### src/rtl/membank_node_arbiter.sv
// rtl/membank_node_arbiter.sv - round-robin arbiter and sequencer for one node-info memory bank
//
// Purpose
//   Shares the single port of a memorybankNode between a write requester (packet RX /
//   table update) and a read requester (routing lookup). Ties between the two are broken
//   round-robin. It sequences the bank's wr_en/index/data_in and returns read data over a
//   valid/ready handshake.
//
// Optional feature
//   MEMBANK_CLR_EN : when defined, clr_start launches a full-table clear (DEPTH writes of 0)
//                    and clr_done pulses when it finishes. When undefined, clr_start is
//                    ignored and clr_done stays 0.
//
// Ports
//   clk, rst                      clock, asynchronous active-high reset
//   wr_req/wr_index/wr_data       write request, held until wr_gnt
//   wr_gnt                        write accepted (1-cycle pulse, only in IDLE)
//   rd_req/rd_index               read request, held until rd_gnt
//   rd_gnt                        read accepted (1-cycle pulse, only in IDLE)
//   rd_valid/rd_data/rd_ready     read response, held until rd_valid & rd_ready
//   clr_start/clr_done            table clear start / completion pulse
//   busy                          controller not in IDLE
//   mem_wr_en/mem_index/
//   mem_data_in/mem_data_out      bank port
module membank_node_arbiter #(
  parameter int WORD_W = 16,
  parameter int ADDR_W = 6,
  parameter int DEPTH  = 64,
  parameter int RD_LAT = 1
) (
  input  logic              clk,
  input  logic              rst,
  input  logic              wr_req,
  input  logic [ADDR_W-1:0] wr_index,
  input  logic [WORD_W-1:0] wr_data,
  output logic              wr_gnt,
  input  logic              rd_req,
  input  logic [ADDR_W-1:0] rd_index,
  output logic              rd_gnt,
  output logic              rd_valid,
  output logic [WORD_W-1:0] rd_data,
  input  logic              rd_ready,
  input  logic              clr_start,
  output logic              clr_done,
  output logic              busy,
  output logic              mem_wr_en,
  output logic [ADDR_W-1:0] mem_index,
  output logic [WORD_W-1:0] mem_data_in,
  input  logic [WORD_W-1:0] mem_data_out
);

  typedef enum logic [2:0] {
    S_IDLE,
    S_WR,
    S_RD,
    S_RSP,
    S_CLR
  } state_t;

  localparam int                CNT_W    = (RD_LAT > 1) ? $clog2(RD_LAT) : 1;
  localparam logic [CNT_W-1:0]  CNT_LAST = CNT_W'(RD_LAT - 1);
  localparam logic [ADDR_W-1:0] LAST_IDX = ADDR_W'(DEPTH - 1);

  state_t           state;
  state_t           state_n;
  logic             rr_last;   // 1: read was granted last, so a write wins the next tie
  logic [CNT_W-1:0] rd_cnt;
  logic             clr_go;

`ifdef MEMBANK_CLR_EN
  assign clr_go = clr_start;
`else
  assign clr_go = 1'b0;
  // Clear datapath is compiled out; keep its inputs/constants referenced.
  logic [ADDR_W:0] cfg_unused;
  assign cfg_unused = {clr_start, LAST_IDX};
`endif

  assign busy      = (state != S_IDLE);
  assign mem_wr_en = (state == S_WR) || (state == S_CLR);

  always_comb begin
    wr_gnt  = 1'b0;
    rd_gnt  = 1'b0;
    state_n = state;
    case (state)
      S_IDLE: begin
        // Grants are combinational, so keep them low while reset is held.
        if (rst) begin
          state_n = S_IDLE;
        end else if (clr_go) begin
          state_n = S_CLR;
        end else if (wr_req && rd_req) begin
          if (rr_last) wr_gnt = 1'b1;
          else         rd_gnt = 1'b1;
        end else if (wr_req) begin
          wr_gnt = 1'b1;
        end else if (rd_req) begin
          rd_gnt = 1'b1;
        end
        if (wr_gnt)      state_n = S_WR;
        else if (rd_gnt) state_n = S_RD;
      end
      S_WR: state_n = S_IDLE;
      S_RD: begin
        if (rd_cnt == CNT_LAST) state_n = S_RSP;
      end
      S_RSP: begin
        if (rd_ready) state_n = S_IDLE;
      end
      S_CLR: begin
`ifdef MEMBANK_CLR_EN
        if (mem_index == LAST_IDX) state_n = S_IDLE;
`else
        state_n = S_IDLE;
`endif
      end
      default: state_n = S_IDLE;
    endcase
  end

  always_ff @(posedge clk or posedge rst) begin
    if (rst) begin
      state       <= S_IDLE;
      rr_last     <= 1'b1;
      mem_index   <= '0;
      mem_data_in <= '0;
      rd_cnt      <= '0;
      rd_valid    <= 1'b0;
      rd_data     <= '0;
      clr_done    <= 1'b0;
    end else begin
      state    <= state_n;
      clr_done <= 1'b0;
      case (state)
        S_IDLE: begin
          if (state_n == S_CLR) begin
            mem_index   <= '0;
            mem_data_in <= '0;
          end else if (wr_gnt) begin
            mem_index   <= wr_index;
            mem_data_in <= wr_data;
            rr_last     <= 1'b0;
          end else if (rd_gnt) begin
            mem_index <= rd_index;
            rr_last   <= 1'b1;
            rd_cnt    <= '0;
          end
        end
        S_RD: begin
          // Index has been stable since entering RD; sample the bank on the last count.
          if (rd_cnt == CNT_LAST) begin
            rd_data  <= mem_data_out;
            rd_valid <= 1'b1;
          end else begin
            rd_cnt <= rd_cnt + CNT_W'(1);
          end
        end
        S_RSP: begin
          if (rd_ready) rd_valid <= 1'b0;
        end
        S_CLR: begin
`ifdef MEMBANK_CLR_EN
          // mem_data_in stays 0; walk the index one entry per cycle.
          if (mem_index == LAST_IDX) clr_done  <= 1'b1;
          else                       mem_index <= mem_index + ADDR_W'(1);
`endif
        end
        default: ;
      endcase
    end
  end

endmodule
### config.mk
export PLATFORM = sky130hd
export DESIGN_NAME = membank_node_arbiter
export DESIGN_NICKNAME = d
export VERILOG_FILES = /design/src/rtl/membank_node_arbiter.sv
export SDC_FILE = /design/constraint.sdc
export NUM_CORES = 1
export LEC_CHECK = 0
export CAP_MARGIN = 20
export CORE_MARGIN = 5
export CORE_UTILIZATION = 42
export DETAILED_ROUTE_END_ITERATION = 10
export GPL_TIMING_DRIVEN = 0
export PLACE_DENSITY = 0.89
export SLEW_MARGIN = 10
export SYNTH_ARGS = -nofsm -noshare
export SYNTH_HDL_FRONTEND = slang
export SYNTH_SLANG_ARGS = --single-unit
### constraint.sdc
create_clock -name clk -period 5.77 [get_ports clk]
set_clock_uncertainty 0.05 [all_clocks]
set_input_delay 0.577 -clock clk [delete_from_list [all_inputs] [get_ports clk]]
set_output_delay 0.577 -clock clk [all_outputs]
set_load 0.1 [all_outputs]
==> impl_metrics.sql <==
INSERT INTO impl_metrics (metric_group, metric, value, unit) VALUES
('status', 'run_status', 'finished, final reports clean', ''),
('grt', 'maximum_number_of_pins_on_one_net_before_global_route_repair', '24', ''),
('sta', 'worst-slew-pin-transition', '0.994', 'ns'),
('sta', 'finalCriticalPeriod', '3.83', 'ns'),
('cts', 'cts.root.buffer_cell', 'clkbuf_8', ''),
('route', 'wirelength', '4170', 'um'),
('place', 'place.port_buffers', '91', ''),
('sta', 'unrepaired_setup_endpoints_after_global_routing', 'no', ''),
('worst_setup_path', 'crit_path_start_kind', 'flop', ''),
('sta', 'min_period_over_period', '66.3', '%'),
('sta', 'max_freq', '0.261', 'GHz'),
('finish', 'antenna_diode_instance_count', '0', ''),
('route', 'vias_per_cell', '4.76', ''),
('sta', 'timing_max_transition_violations_final', '0', ''),
('place', 'postPlaceCellArea', '2830', 'um^2'),
('worst_setup_path', 'end_kind', 'output pin', ''),
('sta', 'timing.slew.headroom', '33.5', '%'),
('cts', 'clock_path_buffers', '2', ''),
('die', 'die_ar', '5740', 'um^2'),
('grt', 'aggregate_global_route_resource_usage', '15.1', '%'),
('die', 'number_of_top_level_pins', '94', ''),
('finish', 'post_route_cells_drive_above_1_share', '20.5', '%'),
('die', 'std_cell_rows', '24', ''),
('synth', 'synthArstFlopShare', '100', '%'),
('synth', 'postSynth.topFlopCell', 'dfrtp_1', ''),
('route', 'detailroute.via_count', '1337', ''),
('finish', 'finish.net_count', '278', ''),
('worst_setup_path', 'critical_path.startpoint', 'state[1]$_DFF_PP0_', ''),
('cts', 'insertion_delay', '0.28', 'ns'),
('finish', 'multi_input_gate_area', '617', 'um^2'),
('synth', 'netlist-cell-type-count', '26', ''),
('cts', 'cts.repair.resized', '0', ''),
('finish', 'final_design_area_no_fill', '2910', 'um^2'),
('grt', 'grt_antenna_before_repair', '0', ''),
('synth', 'number_of_flops_mapped_to_enable_cells_by_yosys', '0', ''),
('place', 'routabilityCongestion', '0.711', ''),
('route', 'wl_per_cell', '14.8', 'um'),
('worst_setup_path', 'worst_r2r_startpoint', 'state[1]$_DFF_PP0_', ''),
('cts', 'clkSlewWorstSetupHoldPaths', '0.07', 'ns'),
('die', 'die_h', '75.8', 'um'),
('synth', 'yosysSeqAreaShare', '59.3', '%'),
('worst_hold_path', 'worstHoldStart', 'rd_valid$_DFFE_PP0P_', ''),
('worst_setup_path', 'max_fo_critical_path', '10', ''),
('route', 'dr.first_iter.drc_count', '47', ''),
('worst_setup_path', 'timing.critical_path.cells', 'or3_1 -> buf_2 -> or4b_4 -> clkinv_2 -> buf_6 -> clkdlybuf4s50_1', ''),
('grt', 'grt_pass1_vias', '1394', ''),
('route', 'drc', '0', ''),
('grt', 'grt_pass1_wl', '6440', 'um'),
('worst_setup_path', 'cp_data_arrival_time', '3.20', 'ns'),
('route', 'firstDrtPassIters', '4', ''),
('route', 'final_antenna_net_count', '0', ''),
('cts', 'clock_sink_count', '43', ''),
('cts', 'numCtsBuffers', '5', ''),
('synth', 'synthCells', '128', ''),
('sta', 'fin_tns_setup', '0', 'ns'),
('cts', 'cts_stage_hold_buffer_count', '0', ''),
('synth', 'ys_seq_elements', '43', ''),
('finish', 'n_fill_cell', '330', ''),
('place', 'hpwl_detailed', '3280', 'um'),
('cts', 'cts_setup_buffers', '0', ''),
('sta', 'setup_violations', '0', ''),
('die', 'initial_utilization', '42.6', '%'),
('die', 'fp.coreArea', '4260', 'um^2'),
('die', 'die_x', '75.8', 'um'),
('worst_setup_path', 'cp_slowest_stage_delay', '1.14', 'ns'),
('worst_hold_path', 'min-delay-path-class', 'reg2reg', ''),
('worst_setup_path', 'critPathKind', 'reg2out', ''),
('sta', 'finalHoldViolCount', '0', ''),
('job', 'cap_violations', '0', ''),
('synth', 'warnings_synthesis', '0', ''),
('finish', 'area_growth', '59.8', '%'),
('synth', 'avg_synthesized_cell_area', '14.2', 'um^2'),
('synth', 'netlist_area_before_placement', '1820', 'um^2'),
('worst_setup_path', 'cp_data_required_time', '5.14', 'ns'),
('cts', 'clock_tree_from_tritoncts', 'yes', ''),
('finish', 'regArea', '1080', 'um^2'),
('worst_setup_path', 'slowest_stage', 'clkdlybuf4s50_1', ''),
('cts', 'cts-htree-levels', '2', ''),
('grt', 'overflow', '0', '');
## cell usage after synthesis (2+ instances only)
cell / instances / area share [%]
dfrtp_1: 42 / 58
inv_1: 19 / 3.9
mux2_2: 19 / 12
mux2_4: 13 / 11
a222oi_1: 6 / 3.3
nor2_1: 3 / 0.62
o21a_1: 3 / 1.2
a21oi_1: 2 / 0.55
clkbuf_1: 2 / 0.41
nand2b_1: 2 / 0.69
or3_1: 2 / 0.69
## per-stage QoR
stage	utilization [%]	setup slack (ns)	std cells	hold slack, ns
2_1_floorplan	-	1.44	129	0.486
3_3_place_gp	65.6	1.93	272	0.410
6_report	68.1	1.94	281	0.436
3_5_place_dp	66.3	1.93	273	0.419
4_1_cts	68.1	1.91	281	0.439
5_1_grt	68.1	1.76	281	0.450
## area by class of cell
type,count,area share [%]
sequential,43,37.1
timing repair buffer,92,32.3
multi-input combinational,60,21.2
clock buffer,8,2.76
inverter,20,2.63
tap,52,2.24
buffer,6,1.77
## placed cells by master, fill, tap and decap left out, types with 2 or more instances in the layout
master,n
clkdlybuf4s50_1,91
dfrtp_1,42
mux2_2,19
inv_1,18
mux2_4,13
a222oi_1,6
clkbuf_1,5
clkbuf_8,5
nor2_1,3
o21a_1,3
or3_1,2
nand2b_1,2
a21oi_1,2
conb_1,2
## path summary, 6_finish.rpt
check,slack [ns],to,cells past startpoint
worst min-delay path,0.44,rd_valid$_DFFE_PP0P_,1
worst max register to register,3.53,mem_data_in[3]$_DFFE_PP0P_,6
min in group asynchronous,0.68,rd_data[14]$_DFFE_PP0P_,2
worst max-delay path,1.94,wr_gnt,6
worst min register to register,0.44,rd_valid$_DFFE_PP0P_,1
max in group asynchronous,4.52,rd_data[2]$_DFFE_PP0P_,3
## registers in the layout, indices dropped and copies added (netlist names)
name,cells
mem_index,6
state,3
mem_data_in,16
rd_valid,1
rd_data,16
rr_last,1
## per-layer routing
layer	track usage (%)	share of wire [%]	up-vias
met2	25.1	50	55
met1	17.7	39	649
met3	6.60	10	2
met4	4.08	0.31	0
li1	-	-	631
met5	0	0	-
## cells by family after synthesis
group           synth area share (%)
flops                           59.3
mux                             22.5
buf+inv                         7.02
compound gates                  5.92
simple gates                    4.61
xor+xnor                       0.482
other cells                    0.206
## worst max-delay path, delay by kind of cell (launching register included)
kind	cells	cell delay, ns
buffers and inverters	4	1.55
and+or+nand+nor	2	0.92
DFF	1	0.44
Power is not shown: default switching activity piles up to over one toggle a cycle in this logic, so the estimate is an artifact.
==> RTL edit 1 (config.mk and constraints unchanged) <==
`ADDR_W`: 6 -> 7.
--- a/src/rtl/membank_node_arbiter.sv
+++ b/src/rtl/membank_node_arbiter.sv
@@ -26,3 +26,3 @@
   parameter int WORD_W = 16,
-  parameter int ADDR_W = 6,
+  parameter int ADDR_W = 7,
   parameter int DEPTH  = 64,
Ports: changed (resized mem_index, rd_index and wr_index); port bits go from 94 to 97. No check against the original RTL was run, so the function may have changed too.
==> RTL edit 1 against the unedited design <==
  * Setup slack lost 200 ps
  * Wire length is 9.3% higher
  * Critical endpoint is now rd_gnt
  * Final area grew 2.8%
  * Hold slack got worse by 3.3 ps
  * Area after synthesis is 3.2% higher
  * Sequential cell count grew 1
Power is not shown: default switching activity piles up to over one toggle a cycle in this logic, so the estimate is an artifact.
==> RTL edit 1: results (changes against the unedited design) <==
metric,value,unit,change
outcome,"complete, no violations",,
Synth area leaders,"dfrtp_1 57%, mux2_2 12%, mux2_4 9.6%",,
Die Area,0.005902,mm2,+2.7%
Commonest cells post-synth,"43 x dfrtp_1, 22 x inv_1, 20 x mux2_2",,
ClkCell Share,2.723,%,-0.033 points
max incr delay on CP,1290,ps,+150 ps
met1 Track Usage GR,18.85,%,+1.1 points
Via Count,1405,,+5.1%
Crit Path Max Fanout,8,,-2
CP startpoint,rst,,
Met2 Routed Length,2296,um,+10%
Logic inverters,23,,+15%
HPWL Detailed,3603,um,+9.7%
Worst Reg-to-Reg Cells,7,,+1
GPL Wtd Cong,0.7462,,+5.0%
Non-clock buffers,102,,+4.1%
vias in the first global route,1531,,+9.8%
biggest regs,"mem_data_in (16), rd_data (16), mem_index (7)",,
reg2reg setup slack,3480,ps,-50 ps
Worst Setup EP,rd_gnt,,
first-pass GRT wire length,7562,um,+17%
Total Wirelength,4554,um,+9.3%
IO Port Bufs,94,,+3.3%
met2 usage,27.16,%,+2.1 points
Tightest Pin Transition,1007,ps,+12.95 ps
met1 WL,1771,um,+8.0%
DRT iter0 DRCs,69,,+47%
## RTL edit 1: cell count changes after synthesis, sizes merged
cell / delta
dfrtp: +1
buf: +1
inv: +4
clkinv: -1
a222oi: +1
## RTL edit 1: logic make-up (layout without fill, tap and decap cells)
logic type,Yosys count,after routing,synth area share [%]
AOI/OAI and AO/OA,14,14,6.271
xor gates and xnor gates,1,1,0.4671
buffers and inverters,30,132,8.206
DFF,44,44,58.77
muxes,32,32,21.61
other,1,2,0.1999
and+or+nand+nor,12,12,4.470
## RTL edit 1: stage by stage
stage / hold WS [ps] / instances / worst slack [ps] / utilization [%]
4_1_cts: 436.8 / 289 / 1740 / 68.59
5_1_grt: 465.7 / 289 / 1638 / 68.59
3_5_place_dp: 420.1 / 282 / 1762 / 66.72
3_3_place_gp: 412.3 / 281 / 1873 / 66.26
6_report: 432.9 / 289 / 1745 / 68.59
2_1_floorplan: 486.4 / 135 / 1381 / -
==> RTL edit 2 (config.mk and constraints unchanged) <==
Without the edit above. Re-encode `state_t` (5 states) as one-hot, 5 bits wide.
--- a/src/rtl/membank_node_arbiter.sv
+++ b/src/rtl/membank_node_arbiter.sv
@@ -51,8 +51,8 @@
 
-  typedef enum logic [2:0] {
-    S_IDLE,
-    S_WR,
-    S_RD,
-    S_RSP,
-    S_CLR
+  typedef enum logic [4:0] {
+    S_IDLE = 5'b00001,
+    S_WR   = 5'b00010,
+    S_RD   = 5'b00100,
+    S_RSP  = 5'b01000,
+    S_CLR  = 5'b10000
   } state_t;
Behaviour: same outputs for any inputs over 10 cycles, from zero or initial values and one cycle with rst high; not proved beyond that.
==> RTL edit 2 against the unedited design <==
  * Sequential share of layout area is 0.49 points higher
  * Setup slack improved by 520 ps
  * Core utilization is 0.86 points higher
  * Wire length grew 8.1%
  * Sequential cell count up 2
  * Area after synthesis rose by 3.9%
  * Final area grew 3.4%
  * Hold slack improved by 21 ps
  * Critical path depth down 2
  * Synthesized cell count rose by 13%
==> RTL edit 2: results (changes against the unedited design) <==
metric,value,unit,change
worst hold path stage count,1,,unchanged
Crit Path Max Fanout,10,,unchanged
reg2reg end,mem_index[2],,
Net Sw Power,0.9256,mW,
xor-xnor portion of the synthesized cell area,0.4639,%,-0.018 points
Synth cell types,31,,+19%
TritonCTS Buffers,5,,unchanged
largest net degree at the start of global routing,38,,+58%
worst min path class,register to register,,
first-pass GRT wire length,7438,um,+15%
ys flop type,dfrtp_1,,
WL per Instance,15.16,um,+2.2%
cell area after placement,0.002888,mm2,+2.2%
Final Instance Count excl. Fillers,297,,+5.7%
met2 usage,27.16,%,+2.1 points
setup repair bufs after CTS,0,,unchanged
met1 WL,1668,um,+1.7%
Max-Slew Margin vs Limit,33.28,%,-0.23 points
DRT Pass-1 Iters,5,,+1
Min-Delay Startpoint,rd_data[7],,
H-tree levels,2,,unchanged
DRT iter0 DRCs,93,,+98%
share of the synthesized area in the top cell type,56.99,%,-0.82 points
worst path arrival time,2680,ps,-520 ps
Commonest cells post-synth,"43 x dfrtp_1, 32 x mux2_2, 21 x inv_1",,
met1 Track Usage GR,18.09,%,+0.36 points
antenna violations before repair,0,,unchanged
outcome,"complete, no violations",,
HPWL Detailed,3561,um,+8.4%
post-cts sizing count,0,,unchanged
biggest regs,"mem_data_in (16), rd_data (16), mem_index (6)",,
sequential share of the synthesized area,59.77,%,+0.52 points
reg2reg setup slack,3610,ps,+80 ps
IO Port Bufs,91,,unchanged
Global Route Usage Sum,15.53,%,+0.45 points
hold endpoint,rd_data[7],,
Via Count,1428,,+6.8%
diode count,0,,unchanged
Fill cells,332,,+0.61%
Synth area leaders,"dfrtp_1 57%, mux2_2 19%, inv_1 4.2%",,
multiplexer area fraction after synthesis,19.09,%,-3.4 points
Met2 Routed Length,2471,um,+19%
Leakage,1.321,nW,
yosys synthesis warning count,0,,unchanged
Post-Synth Adder-Cell Area,0,%,unchanged
GPL Wtd Cong,0.8578,,+21%
placed cells,289,,+5.9%
r2r startpoint,state[2],,
clk root buf,clkbuf_8,,
Worst-Skew Late Latency,280,ps,about the same
layout cells sized above 1,20.82,%,+0.29 points
met3 GRT Util,5.269,%,-1.3 points
Synth Area in Compound Gates,7.091,%,+1.2 points
Bufs on Longest Clock Path,2,,unchanged
Worst Reg-to-Reg Cells,4,,-2
Syn Area/Cell,13.11,um2,-7.7%
vias in the first global route,1548,,+11%
metal3 WL,351,um,-19%
## RTL edit 2: cell type report
| type | instances | area, um2 | share of cell area (%) |
|---|---|---|---|
| buffer | 8 | 46.29 | 1.541 |
| clock buffer | 7 | 86.33 | 2.874 |
| clock inverter | 1 | 30.03 | 0.9996 |
| inverter | 21 | 78.83 | 2.624 |
| multi-input combinational | 71 | 638.1 | 21.24 |
| sequential | 45 | 1129 | 37.57 |
| tap | 52 | 65.06 | 2.166 |
| timing repair buffer | 92 | 930.9 | 30.99 |
## RTL edit 2: cells by family after synthesis
group | Yosys count
flops | 45
mux | 32
buf+inv | 29
simple gates | 20
compound gates | 16
xor+xnor | 1
other cells | 1
## RTL edit 2: critical path, cell delays in order, from the launching register on
cell and delay [ps]:
dfrtp_1 380, buf_6 140, or4_4 520, a211oi_1 180
clkdlybuf4s50_1 1170
## RTL edit 2: how the worst max path moves through the flow
| stage | startpoint | endpoint | cells past startpoint |
|---|---|---|---|
| after floorplan | state[2] | mem_wr_en | 2 |
| after global placement | wr_req | rd_gnt | 4 |
| after detailed placement | wr_req | rd_gnt | 4 |
| after CTS | state[2] | rd_gnt | 4 |
| after global routing | wr_req | rd_gnt | 4 |
| final | state[2] | rd_gnt | 4 |
## RTL edit 2: through the flow
| stage | hold WS (ps) | setup slack (ps) |
|---|---|---|
| CTS | 461.2 | 2445 |
| detailed placement | 442.8 | 2470 |
| finish | 456.8 | 2466 |
| global placement | 436.5 | 2474 |
| global route | 471.1 | 2345 |
| floorplan | 500.1 | 1727 |
## RTL edit 2: power by group through the flow
stage	clock network [mW]	registers (mW)	logic, mW
floorplan	0	1.11	0.130
global placement	0	0.458	1.03
detailed placement	0	0.466	1.04
CTS	0.247	0.461	1.04
global route	0.263	0.473	1.06
finish	0.238	0.460	1.03
